[config.mk]
export PLATFORM = sky130hd
export DESIGN_NAME = universal_shift_engine
export DESIGN_NICKNAME = d
export VERILOG_FILES = /design/src/rtl/shift_pkg.sv /design/src/rtl/shift_step.sv /design/src/rtl/universal_shift_engine.sv
export SDC_FILE = /design/constraint.sdc
export NUM_CORES = 1
export LEC_CHECK = 0
export BUFFER_PORTS_ARGS = -buffer_cell sky130_fd_sc_hd__buf_4
export CORE_ASPECT_RATIO = 1.25
export CORE_MARGIN = 5
export CORE_UTILIZATION = 30
export CTS_BUF_LIST = sky130_fd_sc_hd__clkbuf_8
export DETAILED_ROUTE_END_ITERATION = 6
export SLEW_MARGIN = 20
export SYNTH_ARGS = -nofsm -noshare
export SYNTH_HDL_FRONTEND = slang
export SYNTH_SLANG_ARGS = --single-unit
[constraint.sdc]
create_clock -name clk -period 1.9 [get_ports clk]
set_input_delay 0.285 -clock clk [delete_from_list [all_inputs] [get_ports clk]]
set_output_delay 0.285 -clock clk [all_outputs]
set_load 0.02 [all_outputs]
[src/rtl/shift_pkg.sv]
// Shared definitions for the universal shift engine.
//   mode_t  : shift mode encodings driven on the 'mode' port
//   state_t : control FSM states (IDLE waits for requests, RUN executes a burst)
package shift_pkg;

  typedef enum logic [1:0] {
    MODE_LSR = 2'b00,  // logical right, ser_in enters at the MSB
    MODE_LSL = 2'b01,  // logical left, ser_in enters at the LSB
    MODE_ROR = 2'b10,  // rotate right
    MODE_ASR = 2'b11   // arithmetic right, sign bit replicated
  } mode_t;

  typedef enum logic {
    ST_IDLE = 1'b0,
    ST_RUN  = 1'b1
  } state_t;

endpackage

[src/rtl/shift_step.sv]
// One combinational shift step, used by both the single-step and burst paths.
// Ports:
//   q       in  WIDTH  current register value
//   mode    in  2      shift mode (shift_pkg::mode_t)
//   ser_in  in  1      fill bit for the logical modes
//   q_nxt   out WIDTH  register value after one shift
//   bit_out out 1      bit ejected by this shift
module shift_step
  import shift_pkg::*;
#(
  parameter int WIDTH = 8
) (
  input  logic [WIDTH-1:0] q,
  input  mode_t            mode,
  input  logic             ser_in,
  output logic [WIDTH-1:0] q_nxt,
  output logic             bit_out
);

  always_comb begin
    q_nxt   = q;
    bit_out = q[0];
    unique case (mode)
      MODE_LSR: begin
        q_nxt   = {ser_in, q[WIDTH-1:1]};
        bit_out = q[0];
      end
      MODE_LSL: begin
        q_nxt   = {q[WIDTH-2:0], ser_in};
        bit_out = q[WIDTH-1];
      end
      MODE_ROR: begin
        q_nxt   = {q[0], q[WIDTH-1:1]};
        bit_out = q[0];
      end
      MODE_ASR: begin
        q_nxt   = {q[WIDTH-1], q[WIDTH-1:1]};
        bit_out = q[0];
      end
      default: begin
        q_nxt   = q;
        bit_out = q[0];
      end
    endcase
  end

endmodule

[src/rtl/universal_shift_engine.sv]
// Universal shift register with parallel load, single-step shifts and
// counted bursts.
// Ports:
//   clk      in  1      rising-edge clock
//   rst      in  1      asynchronous active-high reset
//   load     in  1      parallel load request (also aborts a running burst)
//   d        in  WIDTH  parallel load data
//   mode     in  2      shift mode (see shift_pkg::mode_t)
//   ser_in   in  1      fill bit for logical modes (sampled live during bursts)
//   shift_en in  1      single-step shift request (IDLE only)
//   start    in  1      burst start request (IDLE only)
//   count    in  CNT_W  number of shifts in a burst
//   q        out WIDTH  register contents
//   ser_out  out 1      bit ejected by the most recent shift
//   busy     out 1      high while a burst is running (equals state == RUN)
//   done     out 1      one-cycle burst-complete pulse
//
// Request/response handshake: requests are single-cycle levels sampled on a
// rising edge and only honoured in IDLE, with priority load > start > shift_en.
// A start is acknowledged by busy rising after the same edge; completion is
// signalled by a one-cycle done pulse coincident with busy falling. A burst
// killed by load or rst produces no done. busy and done are never both high.
module universal_shift_engine
  import shift_pkg::*;
#(
  parameter int WIDTH = 8,
  parameter int CNT_W = $clog2(WIDTH + 1)
) (
  input  logic             clk,
  input  logic             rst,
  input  logic             load,
  input  logic [WIDTH-1:0] d,
  input  logic [1:0]       mode,
  input  logic             ser_in,
  input  logic             shift_en,
  input  logic             start,
  input  logic [CNT_W-1:0] count,
  output logic [WIDTH-1:0] q,
  output logic             ser_out,
  output logic             busy,
  output logic             done
);

  state_t           state, state_nxt;
  mode_t            mode_lat, mode_lat_nxt;
  logic [CNT_W-1:0] remain, remain_nxt;
  logic [WIDTH-1:0] q_nxt;
  logic             ser_out_nxt;
  logic             done_nxt;

  // Single shared shift datapath: the burst uses the latched mode, a single
  // step uses the live mode.
  mode_t            step_mode;
  logic [WIDTH-1:0] step_q;
  logic             step_bit;

  assign step_mode = (state == ST_RUN) ? mode_lat : mode_t'(mode);

  shift_step #(.WIDTH(WIDTH)) u_step (
    .q       (q),
    .mode    (step_mode),
    .ser_in  (ser_in),
    .q_nxt   (step_q),
    .bit_out (step_bit)
  );

  always_comb begin
    state_nxt    = state;
    mode_lat_nxt = mode_lat;
    remain_nxt   = remain;
    q_nxt        = q;
    ser_out_nxt  = ser_out;
    done_nxt     = 1'b0;

    unique case (state)
      ST_IDLE: begin
        if (load) begin
          q_nxt = d;
        end else if (start) begin
          if (count == '0) begin
            // Empty burst completes immediately without ever going busy.
            done_nxt = 1'b1;
          end else begin
            mode_lat_nxt = mode_t'(mode);
            remain_nxt   = count;
            state_nxt    = ST_RUN;
          end
        end else if (shift_en) begin
          q_nxt       = step_q;
          ser_out_nxt = step_bit;
        end
      end
      ST_RUN: begin
        if (load) begin
          q_nxt      = d;
          remain_nxt = '0;
          state_nxt  = ST_IDLE;
        end else begin
          q_nxt       = step_q;
          ser_out_nxt = step_bit;
          remain_nxt  = remain - CNT_W'(1);
          if (remain == CNT_W'(1)) begin
            state_nxt = ST_IDLE;
            done_nxt  = 1'b1;
          end
        end
      end
      default: begin
        state_nxt = ST_IDLE;
      end
    endcase
  end

  always_ff @(posedge clk or posedge rst) begin
    if (rst) begin
      state    <= ST_IDLE;
      mode_lat <= MODE_LSR;
      remain   <= '0;
      q        <= '0;
      ser_out  <= 1'b0;
      busy     <= 1'b0;
      done     <= 1'b0;
    end else begin
      state    <= state_nxt;
      mode_lat <= mode_lat_nxt;
      remain   <= remain_nxt;
      q        <= q_nxt;
      ser_out  <= ser_out_nxt;
      busy     <= (state_nxt == ST_RUN);
      done     <= done_nxt;
    end
  end

endmodule
==> summary.md <==
| Metric | Value |
|---|---|
| Outcome | finished, final reports clean |
| CTS clock-pin slew for the worst setup and hold paths | about 0.07 ns |
| Placer Congestion | 0.8576 |
| ANT cells | 0 |
| HP Class | in -> async |
| Syn Nets | 130 |
| Total wire length | roughly 2500 microns |
| RSZ-0062 raised after global routing | false |
| Crit path arrival time | roughly 1.8 ns |
| CP Max Fanout | 8 |
| Die Ht | around 76 microns |
| CTS Hold Bufs | 0 |
| Design Power | between 1 and 1.5 mW |
| Fin crit share | 0.8679 |
| Post-synth EDFFs | 0 |
| Clock tree buffer depth | 2 |
| FF+latch count, synth | 17 |
| Max-slew violation count | 0 |
| Setup Total Neg Slack | 0 ns |
| Synth warn | 0 |
| Via count | between 900 and 1,000 |
| WS Path Type | reg -> reg |
| Syn Area/Cell | between 9 and 10 sq um |
| Setup bufs post-CTS | 0 |
| Worst-Skew Late Latency | 0.25 ns |
| Crit end category | flip-flop |
| Hold slack | 0.1300 ns |
| I/O Pins | 31 |
| Layout area overhead | 29.06% |
| Cts bufs inserted | 3 |
| Filler instances | 317 |
| Worst slack, placed | 0.2195 ns |
| DRC viols | 0 |
| CP required | between 2 and 2.5 ns |
| Max Freq | approximately 610 MHz |
| Slew headroom | 0.5614 |
| Die area | 0.004726 sq mm |
| Total global routing track utilization | 0.1107 |
| DR WL/cell | between 10 and 15 microns |
| Peak supply drop | 0.3981 mV |
| Final WS setup | approximately 0.25 ns |
| Startpoint Class | flip-flop |
| Post-route cell area | roughly 0.0013 sq mm |
| CTS tree | built |
| Maxcap violations | 0 |
| Setup violations, final | 0 |
| Lkg Pwr | between 0.6 and 0.7 nW |
| Seq/Total Area, Yosys | 0.4116 |
| Post-Synthesis Cells | ~110 |
| Vias in the first global route | slightly above 900 |
| Via density | between 5 and 6 |
| Post_cts resized | 0 |
| Core footprint | 0.003252 sq mm |
| Synth Flop Type | dfrtp_1 |
| Layout Skew | 0.001155 ns |
| Post-Layout Cell Count | approximately 180 |
| Initial antenna violation count | 0 |
| First-pass GRT wire length | between 4000 and 5000 microns |
| Largest net degree at the start of global routing | 18 |
| DP HPWL | 2001 microns |
| NumNets Final | ~160 |
| H-Tree Depth | 1 |
| Dpl cells | 172 |
| PD cells | around 990 mW/mm^2 |
| Post-Syn Area | between 0.001 and 0.0015 sq mm |
| I/O Buffers | 30 |
| Layout cells sized above 1 | 0.3237 |
| Initial Util | 0.3178 |
| Hold Violations, Final | 0 |
| DP Area | around 0.0013 sq mm |
| Slew @ Worst Pin | between 0.6 and 0.7 ns |
| TritonRoute pass-1 iters | 4 |
| Final Core Density | 0.4102 |
| CTS Root Buffer Type | clkbuf_8 |
| Clock sinks | 17 |
| GRT Residual Overflow | 0 |
| ANT nets after route | 0 |
| Synth unique cells | 33 |
| Standard-cell rows | 23 |
| DR iter-0 viols | 50 |
| Asr flop ratio synth | 1.000 |
| Min Tclk post-route | between 1.5 and 2 ns |
| Die Wd | roughly 62 microns |
[power breakdown]
part | switching (mW) | leakage (nW) | internal (mW)
registers | 0.0891 | 0.208 | 0.453
clock network | 0.119 | 0.0269 | 0.143
logic | 0.264 | 0.379 | 0.248
total | 0.472 | 0.614 | 0.845
[placed cells by master, fill, tap and decap left out]
cell | netlist | final
a221o_1 | 2 | 2
a221oi_2 | 1 | 1
or3_1 | 1 | 1
a211oi_1 | 6 | 6
o31ai_1 | 8 | 8
nor2_1 | 13 | 13
a21oi_1 | 1 | 1
nand2_1 | 10 | 10
o21ai_0 | 5 | 5
nor2b_1 | 2 | 2
nand3b_1 | 1 | 1
a211oi_2 | 1 | 1
nor3b_1 | 1 | 1
and3_1 | 7 | 7
a31oi_1 | 1 | 1
o22ai_1 | 1 | 1
o41ai_2 | 1 | 1
nor3_1 | 2 | 2
or3b_1 | 1 | 1
mux2_2 | 3 | 3
mux2i_1 | 3 | 3
inv_1 | 6 | 7
and3_2 | 1 | 1
dfrtp_1 | 17 | 17
o311ai_0 | 1 | 1
clkbuf_8 | 0 | 3
a32o_1 | 1 | 1
buf_4 | 0 | 33
or4_4 | 1 | 1
nand2_8 | 1 | 1
ha_1 | 2 | 2
nand2b_1 | 1 | 1
[layer usage]
metal | global-route usage | vias up | wire length, microns
met5 | 0 | - | 0
met4 | 0.04009 | 0 | 10
met3 | 0.03097 | 2 | 144
met2 | 0.1993 | 22 | 1265
met1 | 0.1269 | 446 | 1108
li1 | - | 456 | -
[final cells by class]
| cell class | count | area (sq um) | area share |
|---|---|---|---|
| clock buffer | 3 | 41.29 | 0.03096 |
| clock inverter | 1 | 3.754 | 0.002814 |
| inverter | 6 | 22.52 | 0.01689 |
| multi-input combinational | 79 | 546.8 | 0.4099 |
| sequential | 17 | 425.4 | 0.3189 |
| tap | 37 | 46.29 | 0.03471 |
| timing repair buffer | 33 | 247.7 | 0.1857 |
[logic make-up after synthesis]
family | synth area share
AO/OA/AOI/OAI | 0.2228
multiplexers | 0.06174
buffers and inverters | 0.05931
adder cells (fa/ha/maj) | 0.02421
flip-flops | 0.4116
AND/OR/NAND/NOR | 0.2204
[cell usage after synthesis (3+ instances only)]
library cell / count / area, sq um
a211oi_1: 6 / 45.04
nor2_1: 13 / 48.80
mux2_2: 3 / 33.78
inv_1: 6 / 22.52
dfrtp_1: 17 / 425.4
o31ai_1: 8 / 60.06
mux2i_1: 3 / 30.03
o21ai_0: 5 / 25.02
nand2_1: 10 / 37.54
clkbuf_1: 3 / 11.26
and3_1: 7 / 43.79
[flip-flops by register name, indices dropped and copies added (netlist names)]
register,flops
state,1
done,1
remain,4
q,8
ser_out,1
mode_lat,2
[critical path: stages, from the launching register on]
cell and delay [ns]:
dfrtp_1 0.41, or3b_1 0.55, and3_1 0.25, a211oi_1 0.22, o31ai_1 0.11
[worst paths after layout]
path / end / startpoint / cells past startpoint / slack (ns)
worst max-delay path: q[1] / state / 4 / 0.25
worst min-delay path: done / rst / 2 / 0.13
worst max register to register: q[1] / state / 4 / 0.25
worst min register to register: ser_out / ser_out / 2 / 0.53
max in group asynchronous: remain[3] / rst / 2 / 1.35
min in group clk: remain[3] / count[3] / 3 / 0.28
Note: power is estimated with default switching activity, not from simulation.
